## src/rtl/lab_pkg.sv

```systemverilog
// -----------------------------------------------------------------------------
// lab_pkg
// Shared definitions for the lab push-button / counter / display blocks.
//   pb_state_e       : state encoding of the press/repeat pulse FSM
//   SAMPLE_DIV_BOARD : debounce sample divider used on the real board
//                      (one sample per millisecond at 100 MHz)
//   max2()           : elaboration-time helper for sizing counters
// -----------------------------------------------------------------------------
package lab_pkg;

  typedef enum logic [1:0] {
    IDLE    = 2'd0,
    PRESSED = 2'd1,
    REPEAT  = 2'd2
  } pb_state_e;

  localparam int SAMPLE_DIV_BOARD = 100000;

  function automatic int max2(input int a, input int b);
    return (a > b) ? a : b;
  endfunction

endpackage

```

## src/rtl/pb_sync_debounce.sv

```systemverilog
// -----------------------------------------------------------------------------
// pb_sync_debounce
// Synchronises an asynchronous, bouncing level and debounces it by sampling
// once every SAMPLE_DIV clocks into a DEB_LEN-deep window. The debounced level
// only changes once the whole window agrees. Reusable for any slow manual
// input (push buttons, mode switches).
//
// Ports:
//   clk_i    : clock
//   rst_n_i  : asynchronous active-low reset
//   raw_i    : raw level, asynchronous to clk_i
//   deb_o    : registered debounced level
//   tick_o   : one-cycle sample strobe (high when the divider is at its last count)
//   rise_o   : high in the cycle whose edge will take deb_o from 0 to 1
//   fall_o   : high in the cycle whose edge will take deb_o from 1 to 0
// -----------------------------------------------------------------------------
module pb_sync_debounce #(
  parameter int SAMPLE_DIV = 4,
  parameter int DEB_LEN    = 4
) (
  input  logic clk_i,
  input  logic rst_n_i,
  input  logic raw_i,
  output logic deb_o,
  output logic tick_o,
  output logic rise_o,
  output logic fall_o
);

  localparam int                CNT_W    = (SAMPLE_DIV > 1) ? $clog2(SAMPLE_DIV) : 1;
  localparam logic [CNT_W-1:0]  CNT_LAST = CNT_W'(SAMPLE_DIV - 1);

  logic                sync1_q, sync2_q;
  logic [CNT_W-1:0]    cnt_q, cnt_d;
  logic [DEB_LEN-1:0]  win_q, win_d;
  logic                deb_q, deb_d;
  logic                tick;

  // Two-flop synchroniser; only sync2_q is safe to use downstream.
  always_ff @(posedge clk_i or negedge rst_n_i) begin
    if (!rst_n_i) begin
      sync1_q <= 1'b0;
      sync2_q <= 1'b0;
    end else begin
      sync1_q <= raw_i;
      sync2_q <= sync1_q;
    end
  end

  always_comb begin
    tick  = (cnt_q == CNT_LAST);
    cnt_d = tick ? '0 : cnt_q + CNT_W'(1);
    win_d = win_q;
    deb_d = deb_q;
    if (tick) begin
      win_d = {win_q[DEB_LEN-2:0], sync2_q};
      // Level changes only when every sample in the window agrees;
      // a mixed window holds the previous level.
      if (&win_d) begin
        deb_d = 1'b1;
      end else if (~|win_d) begin
        deb_d = 1'b0;
      end
    end
  end

  always_ff @(posedge clk_i or negedge rst_n_i) begin
    if (!rst_n_i) begin
      cnt_q <= '0;
      win_q <= '0;
      deb_q <= 1'b0;
    end else begin
      cnt_q <= cnt_d;
      win_q <= win_d;
      deb_q <= deb_d;
    end
  end

  // Edge strobes are taken from the next-state value so the consumer can act
  // on the very edge that updates deb_o.
  assign deb_o  = deb_q;
  assign tick_o = tick;
  assign rise_o = deb_d & ~deb_q;
  assign fall_o = ~deb_d & deb_q;

endmodule

```

## src/rtl/pb_debounce_pulse.sv

```systemverilog
// -----------------------------------------------------------------------------
// pb_debounce_pulse
// Push-button front end for the lab BCD counters. The raw button is
// synchronised and debounced, then a small FSM turns each press into a single
// one-cycle increment pulse pb_l, with optional hold-to-repeat.
//
// Ports:
//   clk          : clock
//   rst_n        : asynchronous active-low reset
//   pb_in        : raw button level, active high, asynchronous to clk
//   pb_debounced : registered debounced level
//   pb_l         : registered one-cycle press / repeat pulse
//   long_press   : high while the FSM is in REPEAT
//
// Timing (in sample ticks of SAMPLE_DIV clocks):
//   first pulse on the tick the debounced level rises;
//   first repeat REPEAT_DELAY ticks later, then one every REPEAT_RATE ticks.
// -----------------------------------------------------------------------------
module pb_debounce_pulse
  import lab_pkg::*;
#(
  parameter int SAMPLE_DIV   = 4,
  parameter int DEB_LEN      = 4,
  parameter int REPEAT_EN    = 1,
  parameter int REPEAT_DELAY = 8,
  parameter int REPEAT_RATE  = 2
) (
  input  logic clk,
  input  logic rst_n,
  input  logic pb_in,
  output logic pb_debounced,
  output logic pb_l,
  output logic long_press
);

  localparam int                 HOLD_MAX   = max2(REPEAT_DELAY, REPEAT_RATE);
  localparam int                 HOLD_W     = $clog2(HOLD_MAX + 1);
  localparam logic [HOLD_W-1:0]  DELAY_LAST = HOLD_W'(REPEAT_DELAY - 1);
  localparam logic [HOLD_W-1:0]  RATE_LAST  = HOLD_W'(REPEAT_RATE - 1);
  localparam logic [HOLD_W-1:0]  HOLD_SAT   = HOLD_W'(HOLD_MAX);

  logic              deb;
  logic              tick;
  logic              deb_rise;
  logic              deb_fall;

  pb_state_e         state_q, state_d;
  logic [HOLD_W-1:0] hold_q, hold_d;
  logic              pb_l_q, pb_l_d;
  logic              long_press_q, long_press_d;

  pb_sync_debounce #(
    .SAMPLE_DIV (SAMPLE_DIV),
    .DEB_LEN    (DEB_LEN)
  ) u_sync_debounce (
    .clk_i   (clk),
    .rst_n_i (rst_n),
    .raw_i   (pb_in),
    .deb_o   (deb),
    .tick_o  (tick),
    .rise_o  (deb_rise),
    .fall_o  (deb_fall)
  );

  // The hold counter counts sample ticks spent in the current state. Expiry is
  // detected one count early (== LAST) so that the pulse lands exactly on the
  // REPEAT_DELAY-th / REPEAT_RATE-th tick and the counter never reaches past
  // HOLD_MAX.
  always_comb begin
    state_d = state_q;
    hold_d  = hold_q;
    pb_l_d  = 1'b0;

    if (deb_fall) begin
      // Release has priority over a repeat expiring on the same tick.
      state_d = IDLE;
      hold_d  = '0;
    end else if (tick) begin
      unique case (state_q)
        IDLE: begin
          if (deb_rise) begin
            state_d = PRESSED;
            hold_d  = '0;
            pb_l_d  = 1'b1;
          end
        end
        PRESSED: begin
          if ((REPEAT_EN != 0) && (hold_q == DELAY_LAST)) begin
            state_d = REPEAT;
            hold_d  = '0;
            pb_l_d  = 1'b1;
          end else if (hold_q != HOLD_SAT) begin
            // Saturates when repeat is disabled and the button stays held.
            hold_d = hold_q + HOLD_W'(1);
          end
        end
        REPEAT: begin
          if (hold_q == RATE_LAST) begin
            hold_d = '0;
            pb_l_d = 1'b1;
          end else begin
            hold_d = hold_q + HOLD_W'(1);
          end
        end
        default: begin
          state_d = IDLE;
          hold_d  = '0;
        end
      endcase
    end

    long_press_d = (state_d == REPEAT);
  end

  always_ff @(posedge clk or negedge rst_n) begin
    if (!rst_n) begin
      state_q      <= IDLE;
      hold_q       <= '0;
      pb_l_q       <= 1'b0;
      long_press_q <= 1'b0;
    end else begin
      state_q      <= state_d;
      hold_q       <= hold_d;
      pb_l_q       <= pb_l_d;
      long_press_q <= long_press_d;
    end
  end

  assign pb_debounced = deb;
  assign pb_l         = pb_l_q;
  assign long_press   = long_press_q;

endmodule
```

## config.mk

```make
export PLATFORM = sky130hd
export DESIGN_NAME = pb_debounce_pulse
export DESIGN_NICKNAME = d
export VERILOG_FILES = /design/src/rtl/lab_pkg.sv /design/src/rtl/pb_sync_debounce.sv /design/src/rtl/pb_debounce_pulse.sv
export SDC_FILE = /design/constraint.sdc
export NUM_CORES = 1
export LEC_CHECK = 0
export BUFFER_PORTS_ARGS = -buffer_cell sky130_fd_sc_hd__buf_2
export CORE_MARGIN = 4
export CORE_UTILIZATION = 50
export DETAILED_ROUTE_END_ITERATION = 8
export GPL_ROUTABILITY_DRIVEN = 0
export MAX_ROUTING_LAYER = met4
export PLACE_DENSITY = 0.76
export SYNTH_ARGS = -nofsm -noshare
export SYNTH_HDL_FRONTEND = slang
export SYNTH_SLANG_ARGS = --single-unit
```

## constraint.sdc

```tcl
create_clock -name clk -period 2.9 [get_ports clk]
set_input_delay 0.58 -clock clk [delete_from_list [all_inputs] [get_ports clk]]
set_output_delay 0.58 -clock clk [all_outputs]
set_load 0.01 [all_outputs]
```

==> summary.md, run 1 <==
| Metric | Value |
|---|---|
| Peak VDD IR | `~350 uV` |
| RSZ-0062 raised after global routing | `no` |
| Initial core utilization | `0.523` |
| Multi-input logic area | `between 400 and 500 sq um` |
| Register area share after synthesis | `0.448` |
| Die Y | `50.3 um` |
| Most frequent cells in the layout | `dfrtp_1, ha_1, inv_1` |
| Wirelength, routed | `1.40 mm` |
| Syn_nets | `95` |
| Longest Clk Path Bufs | `2` |
| Max-cap violations | `0` |
| CP startpoint kind | `flop` |
| PD cells | `453 nW/um^2` |
| Number of CTS-inserted buffers | `3` |
| Slew @ Worst Pin | `400 ps` |
| Root buf cell | `clkbuf_4` |
| Vias in the first global route | `620` |
| Post-CTS Resized | `0` |
| Commonest non-fill, non-tap cell in the layout | `dfrtp_1` |
| Post-DR vias/cell | `~5.3` |
| Critical Path End Type | `flop` |
| CP max stage cell | `or4b_1` |
| Largest net degree at the start of global routing | `17` |
| Clk slew on worst S/H paths | `around 100 ps` |
| Most numerous cell on the critical path | `ha_1` |
| Total die area | `2530 sq um` |
| Hold buffer count at CTS | `0` |
| Overall Power | `0.445 mW` |
| Sequential standard cell area | `400 sq um` |
| CTS tree | `yes` |
| 1st-iter DRT viols | `14` |
| Min Clock Period, post-route | `2470 ps` |
| Final Max Slew Viols | `0` |
| Fmax | `0.405 GHz` |
| Post-synthesis register bit count | `16` |
| Multiplexer share of the synthesized area | `0.0378` |
| Layout Skew | `14.1 ps` |
| Synth Area in XOR/XNOR | `0` |
| Final Cycle Share | `0.851` |
| Slowest stage delay, CP | `470 ps` |
| Post-Synth Adder-Cell Area | `0.140` |
| Synth cell types | `30` |
| Die Width | `50.3 um` |
| Gr ovfl total | `0` |
| IO Count | `6` |
| Routed via count | `between 600 and 700` |
| Fill cells | `142` |
| Worst skew pair latency | `about 290 ps` |
| Outcome | `finished, final reports clean` |
| Avg Inst Size Synth | `10.9 sq um` |
| Max_slew headroom | `0.733` |
| Crit path DAT | `2660 ps` |
| Num Clock Sinks | `16` |
| Layout cell share with drive strength beyond 1 | `0.178` |
| Post-Synth Simple-Gate Area | `0.203` |
| Largest family of logic cells by synthesized area | `simple AND/OR/NAND/NOR gates` |
| N_diodes | `0` |
| Routed Antenna Nets | `0` |
| YS warnings | `0` |
| P&R area growth vs syn | `9.80%` |
| WL per Instance | `12.1 um` |
| WP data required | `3090 ps` |
| Critical Path Fanout Max | `12` |
| H-tree depth | `1` |
| Global-route wire length before repair | `2.64 mm` |
| Total negative slack for setup checks | `0 ps` |
| Leakage | `0.440 nW` |
| Number of port buffers | `5` |
| Post-synthesis compound-gate area fraction | `0.127` |
| Hpwl dp | `1.04 mm` |
| Synthesized area | `893 sq um` |
| GRT Total Usage | `0.142` |
| HP Class | `in -> async` |
| Setup-failing EPs final | `0` |
| Syn Inst Count | `82` |
| NumNets Final | `104` |
| Row cnt | `15` |
| Core area | `1710 sq um` |
| Post CTS Setup Buffer Count | `0` |
| Initial antenna violation count | `0` |
| Crit-path cells | `ha_1, or4b_1, a22oi_1, inv_1, ha_1, nand2_1, o211ai_2, nand2b_1, o21ai_0` |
| Hold Vio Cnt, Final | `0` |
| DRT Pass-1 Iters | `4` |
| WS Path Type | `reg -> reg` |
| DRC Markers | `0` |
## metal layers
| metal | up-vias | track usage | routed length, um |
|---|---|---|---|
| met3 | 2 | 0.0564 | 61 |
| met2 | 12 | 0.187 | 643 |
| met5 | - | - | 0 |
| met1 | 281 | 0.187 | 684 |
| met4 | 0 | 0.0691 | 8 |
| li1 | 310 | - | - |
## area by class of cell
class,instances,share of cell area
Multi-Input combinational cell,56,0.463
Sequential cell,16,0.408
Clock buffer,4,0.0370
Inverter,9,0.0344
Tap cell,25,0.0319
Timing Repair Buffer,5,0.0255
## metrics by stage
stage,cell area (sq um),setup slack (ps),utilization,std cells,hold WS (ps)
floorplan,893,747,-,82,284
global placement,945,491,0.553,111,337
detailed placement,945,433,0.553,111,343
CTS,981,415,0.574,115,189
global route,981,186,0.574,115,188
finish,981,431,0.574,115,178
## power breakdown
part | total (mW) | switching, mW | internal (mW)
clock | 0.146 | 0.0691 | 0.0764
sequential | 0.239 | 0.00746 | 0.232
combinational | 0.0602 | 0.0361 | 0.0241
## logic make-up (layout without fill, tap and decap cells)
logic type	Yosys count	in the layout
adders and majority gates	10	10
buffers and inverters	10	18
AOI/OAI and AO/OA	16	16
DFF	16	16
muxes	3	3
and+or+nand+nor	27	27
## flip-flops by register name, summed over array words and instances, names as in the netlist
name and cells:
u_sync_debounce.sync1_q 1, long_press 1, pb_l 1, hold_q 4, u_sync_debounce.deb_o 1, u_sync_debounce.sync2_q 1
state_q 2, u_sync_debounce.cnt_q 2, u_sync_debounce.win_q 3
## cells in the mapped netlist
| cell | instances | area share |
|---|---|---|
| a21o_1 | 1 | 0.0084 |
| a21oi_1 | 1 | 0.0056 |
| a221o_1 | 1 | 0.011 |
| a221oi_1 | 1 | 0.0098 |
| a22oi_1 | 1 | 0.0084 |
| a31oi_1 | 2 | 0.014 |
| a41o_1 | 1 | 0.011 |
| and3b_2 | 1 | 0.011 |
| and4b_2 | 1 | 0.013 |
| buf_2 | 1 | 0.0056 |
| dfrtp_1 | 16 | 0.45 |
| ha_1 | 10 | 0.14 |
| inv_1 | 9 | 0.038 |
| mux2_2 | 3 | 0.038 |
| nand2_1 | 3 | 0.013 |
| nand2b_1 | 4 | 0.028 |
| nand3_1 | 2 | 0.011 |
| nand3b_1 | 2 | 0.017 |
| nand4b_1 | 1 | 0.0098 |
| nor2_1 | 3 | 0.013 |
| nor2b_1 | 4 | 0.028 |
| nor3b_1 | 2 | 0.017 |
| nor4_1 | 1 | 0.0070 |
| nor4b_1 | 1 | 0.0098 |
| o211ai_2 | 1 | 0.014 |
| o21ai_0 | 4 | 0.022 |
| o21bai_1 | 1 | 0.0084 |
| o22ai_1 | 2 | 0.014 |
| or4b_1 | 1 | 0.011 |
| or4b_4 | 1 | 0.015 |
## path summary, 6_finish.rpt
check | slack, ps | cells after the start | startpoint | to
min | 180 | 1 | rst_n | pb_l$_DFF_PN0_
max | 430 | 9 | u_sync_debounce.cnt_q[0]$_DFF_PN0_ | hold_q[0]$_DFFE_PN0P_
max reg2reg | 430 | 9 | u_sync_debounce.cnt_q[0]$_DFF_PN0_ | hold_q[0]$_DFFE_PN0P_
min reg2reg | 360 | 0 | u_sync_debounce.sync1_q$_DFF_PN0_ | u_sync_debounce.sync2_q$_DFF_PN0_
min in group clk | 360 | 0 | u_sync_debounce.sync1_q$_DFF_PN0_ | u_sync_debounce.sync2_q$_DFF_PN0_
max in group asynchronous | 2450 | 1 | rst_n | hold_q[0]$_DFFE_PN0P_
## critical path: cells and delay by family, from the launching register on
kind / cells / cell delay, ps
AO/OA/AOI/OAI: 3 / 510
AND/OR/NAND/NOR: 3 / 770
buffers and inverters: 1 / 90
flip-flops: 1 / 350
adder cells (fa/ha/maj): 2 / 670
No activity file was read; power rests on OpenSTA's default activity.
==> run 2, diff against run 1 <==
--- a/config.mk
+++ b/config.mk
@@ -11,7 +11,7 @@
 export DETAILED_ROUTE_END_ITERATION = 8
 export GPL_ROUTABILITY_DRIVEN = 0
 export MAX_ROUTING_LAYER = met4
-export PLACE_DENSITY = 0.76
+export PLACE_DENSITY = 0.68
 export SYNTH_ARGS = -nofsm -noshare
 export SYNTH_HDL_FRONTEND = slang
 export SYNTH_SLANG_ARGS = --single-unit
==> summary.md, run 2 (same netlist as run 1, synthesis figures left out) <==
| Metric | Value |
|---|---|
| Initial core utilization | `0.523 (unchanged)` |
| Reg2Reg Depth | `9 (unchanged)` |
| Number of CTS-inserted buffers | `3 (unchanged)` |
| RSZ-0062 raised after global routing | `no` |
| Layout Skew | `1.63 ps (-12.5 ps)` |
| Critical Path Fanout Max | `12 (unchanged)` |
| Clk slew on worst S/H paths | `100 ps (about the same)` |
| Layout cell share with drive strength beyond 1 | `0.178 (unchanged)` |
| Max_slew headroom | `0.758 (+0.0248)` |
| P&R area growth vs syn | `9.80% (unchanged)` |
| Num Clock Sinks | `16 (unchanged)` |
| Die Y | `50.3 um (unchanged)` |
| Gr ovfl total | `0 (unchanged)` |
| WL per Instance | `13.1 um (+8.2%)` |
| DRT Pass-1 Iters | `4 (unchanged)` |
| Max reg flops | `4 (unchanged)` |
| Commonest non-fill, non-tap cell in the layout | `dfrtp_1` |
| Hold Vio Cnt, Final | `0 (unchanged)` |
| Max-cap violations | `0 (unchanged)` |
| CTS tree | `yes` |
| Core area | `1710 sq um (unchanged)` |
| PD cells | `457 nW/um^2 (+0.76%)` |
| Number of port buffers | `5 (unchanged)` |
| H-tree depth | `1 (unchanged)` |
| WS Path Type | `reg -> reg` |
| WP data required | `3090 ps (about the same)` |
| Post-CTS Resized | `0 (unchanged)` |
| Outcome | `finished, final reports clean` |
| Total negative slack for setup checks | `0 ps (unchanged)` |
| HP Class | `in -> async` |
| Slew @ Worst Pin | `363 ps (-37.2 ps)` |
| Vias in the first global route | `620 (unchanged)` |
| Final Cycle Share | `0.844 (-0.00756)` |
| Wirelength, routed | `1.51 mm (+8.2%)` |
| Most frequent cells in the layout | `dfrtp_1, ha_1, inv_1` |
| Root buf cell | `clkbuf_4` |
| Routed Antenna Nets | `0 (unchanged)` |
| Top reg by flops | `hold_q` |
| N_diodes | `0 (unchanged)` |
| Final Max Slew Viols | `0 (unchanged)` |
| 1st-iter DRT viols | `5 (-9)` |
| GRT Total Usage | `0.145 (+0.00343)` |
| Initial antenna violation count | `0 (unchanged)` |
| Largest registers | `hold_q (4), u_sync_debounce.win_q (3)` |
| Setup-failing EPs final | `0 (unchanged)` |
| Largest net degree at the start of global routing | `17 (unchanged)` |
| Worst skew pair latency | `290 ps (about the same)` |
| NumNets Final | `104 (unchanged)` |
| Longest Clk Path Bufs | `2 (unchanged)` |
| Post-DR vias/cell | `5.36 (+1.8%)` |
| Pre-CTS setup slack | `443 ps (+9.91 ps)` |
| Peak VDD IR | `279 uV (-21%)` |
| Hold buffer count at CTS | `0 (unchanged)` |
| Leakage | `0.440 nW (unchanged)` |
| Global-route wire length before repair | `2.75 mm (+3.9%)` |
| Die Width | `50.3 um (unchanged)` |
| Row cnt | `15 (unchanged)` |
| Min Clock Period, post-route | `2450 ps (-21.9 ps)` |
| Crit path DAT | `2630 ps (-30 ps)` |
| Routed via count | `616 (+1.8%)` |
| Post CTS Setup Buffer Count | `0 (unchanged)` |
| CP startpoint kind | `flop` |
| IO Count | `6 (unchanged)` |
| Critical Path End Type | `flop` |
| Fmax | `0.409 GHz (+0.90%)` |
| Hpwl dp | `1.12 mm (+7.6%)` |
| Final WS setup | `453 ps (+21.9 ps)` |
| DRC Markers | `0 (unchanged)` |
| Total die area | `2530 sq um (unchanged)` |
[run 2: cell counts in the layout (fill, tap and decap cells not counted)]
No cell type changed its count.
[run 2: layout make-up]
cell class | count | area (sq um)
sequential | 16 | 400
multi-input combinational | 56 | 454
timing repair buffer | 5 | 25.0
inverter | 9 | 33.8
clock buffer | 4 | 36.3
tap | 25 | 31.3
fill | 154 | 727
[run 2: layer usage]
metal  up-vias  global-route usage  wire [um]
li1        311                   -          -
met1       295               0.192        731
met2         8               0.217        736
met3         2              0.0208         37
met4         0              0.0691          6
met5         -                   -          0
[run 2: path summary, 6_finish.rpt]
| check | start | to | slack (ps) |
|---|---|---|---|
| setup / recovery | u_sync_debounce.cnt_q[0]$_DFF_PN0_ | hold_q[2]$_DFFE_PN0P_ | 450 |
| hold / removal | rst_n | hold_q[2]$_DFFE_PN0P_ | 180 |
| setup reg to reg | u_sync_debounce.cnt_q[0]$_DFF_PN0_ | hold_q[2]$_DFFE_PN0P_ | 450 |
| hold reg to reg | u_sync_debounce.sync1_q$_DFF_PN0_ | u_sync_debounce.sync2_q$_DFF_PN0_ | 360 |
| max in group asynchronous | rst_n | u_sync_debounce.win_q[1]$_DFFE_PN0N_ | 2460 |
| min in group clk | u_sync_debounce.sync1_q$_DFF_PN0_ | u_sync_debounce.sync2_q$_DFF_PN0_ | 360 |
[run 2: power breakdown]
group / internal [mW] / switching, mW
clock network: 0.0764 / 0.0723
registers: 0.232 / 0.00774
logic: 0.0241 / 0.0359
[run 2: worst max-delay path, cell delays in order, from the launching register on]
cell and delay, ps:
dfrtp_1 360, ha_1 380, or4b_1 460, a22oi_1 190, inv_1 90, ha_1 270, nand2_1 80, o211ai_2 150
o21bai_1 200, a21o_1 170
[run 2: metrics by stage]
stage	power, mW	instance area [sq um]	utilization	hold slack (ps)	instances
finish	0.448	981	0.574	185	115
global placement	0.302	945	0.553	332	111
floorplan	0.285	893	-	284	82
detailed placement	0.304	945	0.553	337	111
CTS	0.454	981	0.574	189	115
global route	0.477	981	0.574	190	115
==> run 3, diff against run 2 <==
--- a/config.mk
+++ b/config.mk
@@ -5,13 +5,15 @@
 export SDC_FILE = /design/constraint.sdc
 export NUM_CORES = 1
 export LEC_CHECK = 0
+export ABC_AREA = 1
 export BUFFER_PORTS_ARGS = -buffer_cell sky130_fd_sc_hd__buf_2
+export CORE_ASPECT_RATIO = 0.7
 export CORE_MARGIN = 4
 export CORE_UTILIZATION = 50
 export DETAILED_ROUTE_END_ITERATION = 8
 export GPL_ROUTABILITY_DRIVEN = 0
 export MAX_ROUTING_LAYER = met4
-export PLACE_DENSITY = 0.68
+export PLACE_DENSITY = 0.7
 export SYNTH_ARGS = -nofsm -noshare
 export SYNTH_HDL_FRONTEND = slang
 export SYNTH_SLANG_ARGS = --single-unit
==> constraint.sdc (replaced) <==
create_clock -name clk -period 2 [get_ports clk]
set_input_delay 0.4 -clock clk [delete_from_list [all_inputs] [get_ports clk]]
set_output_delay 0.4 -clock clk [all_outputs]
set_load 0.01 [all_outputs]
==> summary.md, run 3 <==
| Metric | Value |
|---|---|
| Leakage | `0.566 nW (+29%)` |
| Initial core utilization | `0.569 (+0.0455)` |
| HP Class | `in -> async` |
| IO Count | `6 (unchanged)` |
| Crit path DAT | `2130 ps (-500 ps)` |
| Failing checks | `negative hold slack` |
| Vias in the first global route | `664 (+7.1%)` |
| Global-route wire length before repair | `2.95 mm (+7.5%)` |
| RSZ-0062 raised after global routing | `yes` |
| Hpwl dp | `1.34 mm (+19%)` |
| Final Core Density | `0.666 (+0.0916)` |
| Num Clock Sinks | `16 (unchanged)` |
| Routed via count | `758 (+23%)` |
| Critical Path End Type | `flop` |
| N_diodes | `0 (unchanged)` |
| Top area cells in the synthesized netlist | `dfrtp_1, ha_1, nand2_1` |
| Peak VDD IR | `466 uV (+67%)` |
| Clk slew on worst S/H paths | `100 ps (about the same)` |
| Switch share | `0.326 (+0.0667)` |
| Most used flip-flop cell after synthesis | `dfrtp_1` |
| Root buf cell | `clkbuf_4` |
| Hold Vio Cnt, Final | `7 (+7)` |
| Clock power share | `0.272 (-0.060)` |
| Routed Antenna Nets | `0 (unchanged)` |
| Synth cell types | `22 (-27%)` |
| Row cnt | `12 (-3)` |
| CP max stage cell | `dfrtp_1` |
| 1st-iter DRT viols | `47 (+42)` |
| Slowest stage delay, CP | `390 ps (-70 ps)` |
| Total die area | `2710 sq um (+7.1%)` |
| Synthesized area | `965 sq um (+8.0%)` |
| Syn_nets | `129 (+36%)` |
| Longest Clk Path Bufs | `2 (unchanged)` |
| Max reg flops | `4 (unchanged)` |
| DRC Markers | `0 (unchanged)` |
| Final Cycle Share | `0.964 (+0.120)` |
| Outcome | `finished with violations` |
| Wirelength, routed | `1.88 mm (+24%)` |
| Most frequent cells in the layout | `nand2_1, inv_1, dfrtp_1` |
| Die Width | `60.5 um (+20%)` |
| Syn Inst Count | `116 (+41%)` |
| Layout Skew | `9.79 ps (+8.16 ps)` |
| Critical Path Fanout Max | `7 (-5)` |
| Crit-path cells | `ha_4, nand2_4, nor4_2, a21oi_1, inv_1, ha_4, a21oi_4, inv_2, nor2_8, nand2_1, o21ai_1` |
| Top-count cell post-synth | `nand2_1` |
| PD cells | `702 nW/um^2 (+54%)` |
| P_int | `0.535 mW (+61%)` |
| Placed Cells | `142 (+28%)` |
| Max-cap violations | `0 (unchanged)` |
| Post-DR vias/cell | `5.09 (-5.0%)` |
| CP startpoint kind | `flop` |
| P&R area growth vs syn | `17.1%` |
| Hold WS | `-8.67 ps (-193 ps)` |
| Hold buffer count at CTS | `0 (unchanged)` |
| NumNets Final | `142 (+37%)` |
| Gr ovfl total | `0 (unchanged)` |
| Final Max Slew Viols | `0 (unchanged)` |
| Largest net degree at the start of global routing | `17 (unchanged)` |
| Worst skew pair latency | `300 ps (about the same)` |
| Die Y | `44.8 um (-11%)` |
| WL per Instance | `12.6 um (-4.3%)` |
| Yosys top cell area share | `0.415 (-0.0331)` |
| Top reg by flops | `hold_q` |
| Commonest non-fill, non-tap cell in the layout | `nand2_1` |
| Final cell count without fillers | `149 (+30%)` |
| DRT Pass-1 Iters | `4 (unchanged)` |
| Sw Pwr | `0.258 mW (+120%)` |
| Initial antenna violation count | `0 (unchanged)` |
| Comb pwr share | `0.260 (+0.126)` |
| Min Clock Period, post-route | `1930 ps (-519 ps)` |
| Register area share after synthesis | `0.415 (-0.0331)` |
| Core area | `1700 sq um (-0.66%)` |
| H-tree depth | `1 (unchanged)` |
| Synth area leader | `dfrtp_1` |
| Most numerous cell on the critical path | `ha_4` |
| Post-synth EDFFs | `0 (unchanged)` |
| WP data required | `2200 ps (-890 ps)` |
| Fmax | `0.519 GHz (+27%)` |
| Commonest cells post-synth | `nand2_1, inv_1, dfrtp_1, ha_1, nor2_1` |
| YS warnings | `0 (unchanged)` |
| Ys async rst share | `1.00 (unchanged)` |
| CTS tree | `yes` |
| Number of port buffers | `5 (unchanged)` |
| Setup-failing EPs final | `0 (unchanged)` |
| Layout cell share with drive strength beyond 1 | `0.281 (+0.103)` |
| Post-synthesis register bit count | `16 (unchanged)` |
| WS Path Type | `reg -> reg` |
| Largest registers | `hold_q (4), u_sync_debounce.win_q (3)` |
| Slew @ Worst Pin | `346 ps (-16.4 ps)` |
| GRT Total Usage | `0.162 (+0.0171)` |
| Seq pwr share | `0.467 (-0.067)` |
| Max_slew headroom | `0.769 (+0.0109)` |
| Number of CTS-inserted buffers | `3 (unchanged)` |
| Avg Inst Size Synth | `8.32 sq um (-24%)` |
-- run 3: power by group through the flow --
stage | logic, mW | registers [mW] | clock network, mW
3_5_place_dp | 0.180 | 0.375 | 0
2_1_floorplan | 0.134 | 0.371 | 0
6_report | 0.207 | 0.370 | 0.216
4_1_cts | 0.180 | 0.368 | 0.223
5_1_grt | 0.235 | 0.375 | 0.241
3_3_place_gp | 0.177 | 0.375 | 0
-- run 3: cell type report --
type                    count  area [sq um]
well taps                  21          26.3
repair buffers              9          55.1
inverters                  23          88.8
clock buffers               4          36.3
flip-flops and latches     16           400
multi-input cells          76           523
fillers                   129           567
-- run 3: critical path, delay by kind of cell (launching register included) --
| kind | cells | cell delay, ps |
|---|---|---|
| compound gates | 3 | 360 |
| simple gates | 4 | 500 |
| flops | 1 | 390 |
| fa+ha+maj | 2 | 380 |
| buf+inv | 2 | 190 |
-- run 3: final timing paths --
path	start	endpoint	slack (ps)	depth (start not counted)
max	u_sync_debounce.cnt_q[0]$_DFF_PN0_	hold_q[0]$_DFFE_PN0P_	70	11
min	rst_n	u_sync_debounce.win_q[1]$_DFFE_PN0N_	-9	1
max reg2reg	u_sync_debounce.cnt_q[0]$_DFF_PN0_	hold_q[0]$_DFFE_PN0P_	70	11
min reg2reg	u_sync_debounce.sync1_q$_DFF_PN0_	u_sync_debounce.sync2_q$_DFF_PN0_	360	0
max in group asynchronous	rst_n	hold_q[1]$_DFFE_PN0P_	1740	1
min in group clk	pb_in	u_sync_debounce.sync1_q$_DFF_PN0_	210	1
-- run 3: routing by layer --
layer | GRT usage | up-vias | routed length (um)
met3 | 0.0514 | 5 | 145
met4 | 0.0909 | 0 | 43
li1 | - | 386 | -
met2 | 0.207 | 26 | 755
met1 | 0.223 | 341 | 930
met5 | - | - | 0
-- run 3: stage by stage --
stage          power [mW]  hold WS [ps]  area [sq um]  TNS (ps)  setup slack [ps]
2_1_floorplan       0.505           104           965         0              51.2
3_3_place_gp        0.552           330          1010         0              61.1
3_5_place_dp        0.554           328          1010         0              29.0
4_1_cts             0.771          1.53          1050         0              6.03
5_1_grt             0.850          1.18          1130      -439              -108
6_report            0.793         -8.67          1130         0              71.9
-- run 3: kinds of logic (layout without fill, tap and decap cells) --
| group | Yosys count | after routing | synth area share |
|---|---|---|---|
| adders and majority gates | 10 | 10 | 0.130 |
| buffers and inverters | 24 | 36 | 0.104 |
| AOI/OAI and AO/OA | 11 | 11 | 0.0713 |
| DFF | 16 | 16 | 0.415 |
| and+or+nand+nor | 55 | 55 | 0.280 |
-- run 3: repair_timing --
action / 4_1_cts / 5_1_grt
gates resized for setup: 0 / 14
endpoints found under the setup margin: 0 / 5
endpoints found under the hold margin: 0 / 0
setup buffers: 0 / 3
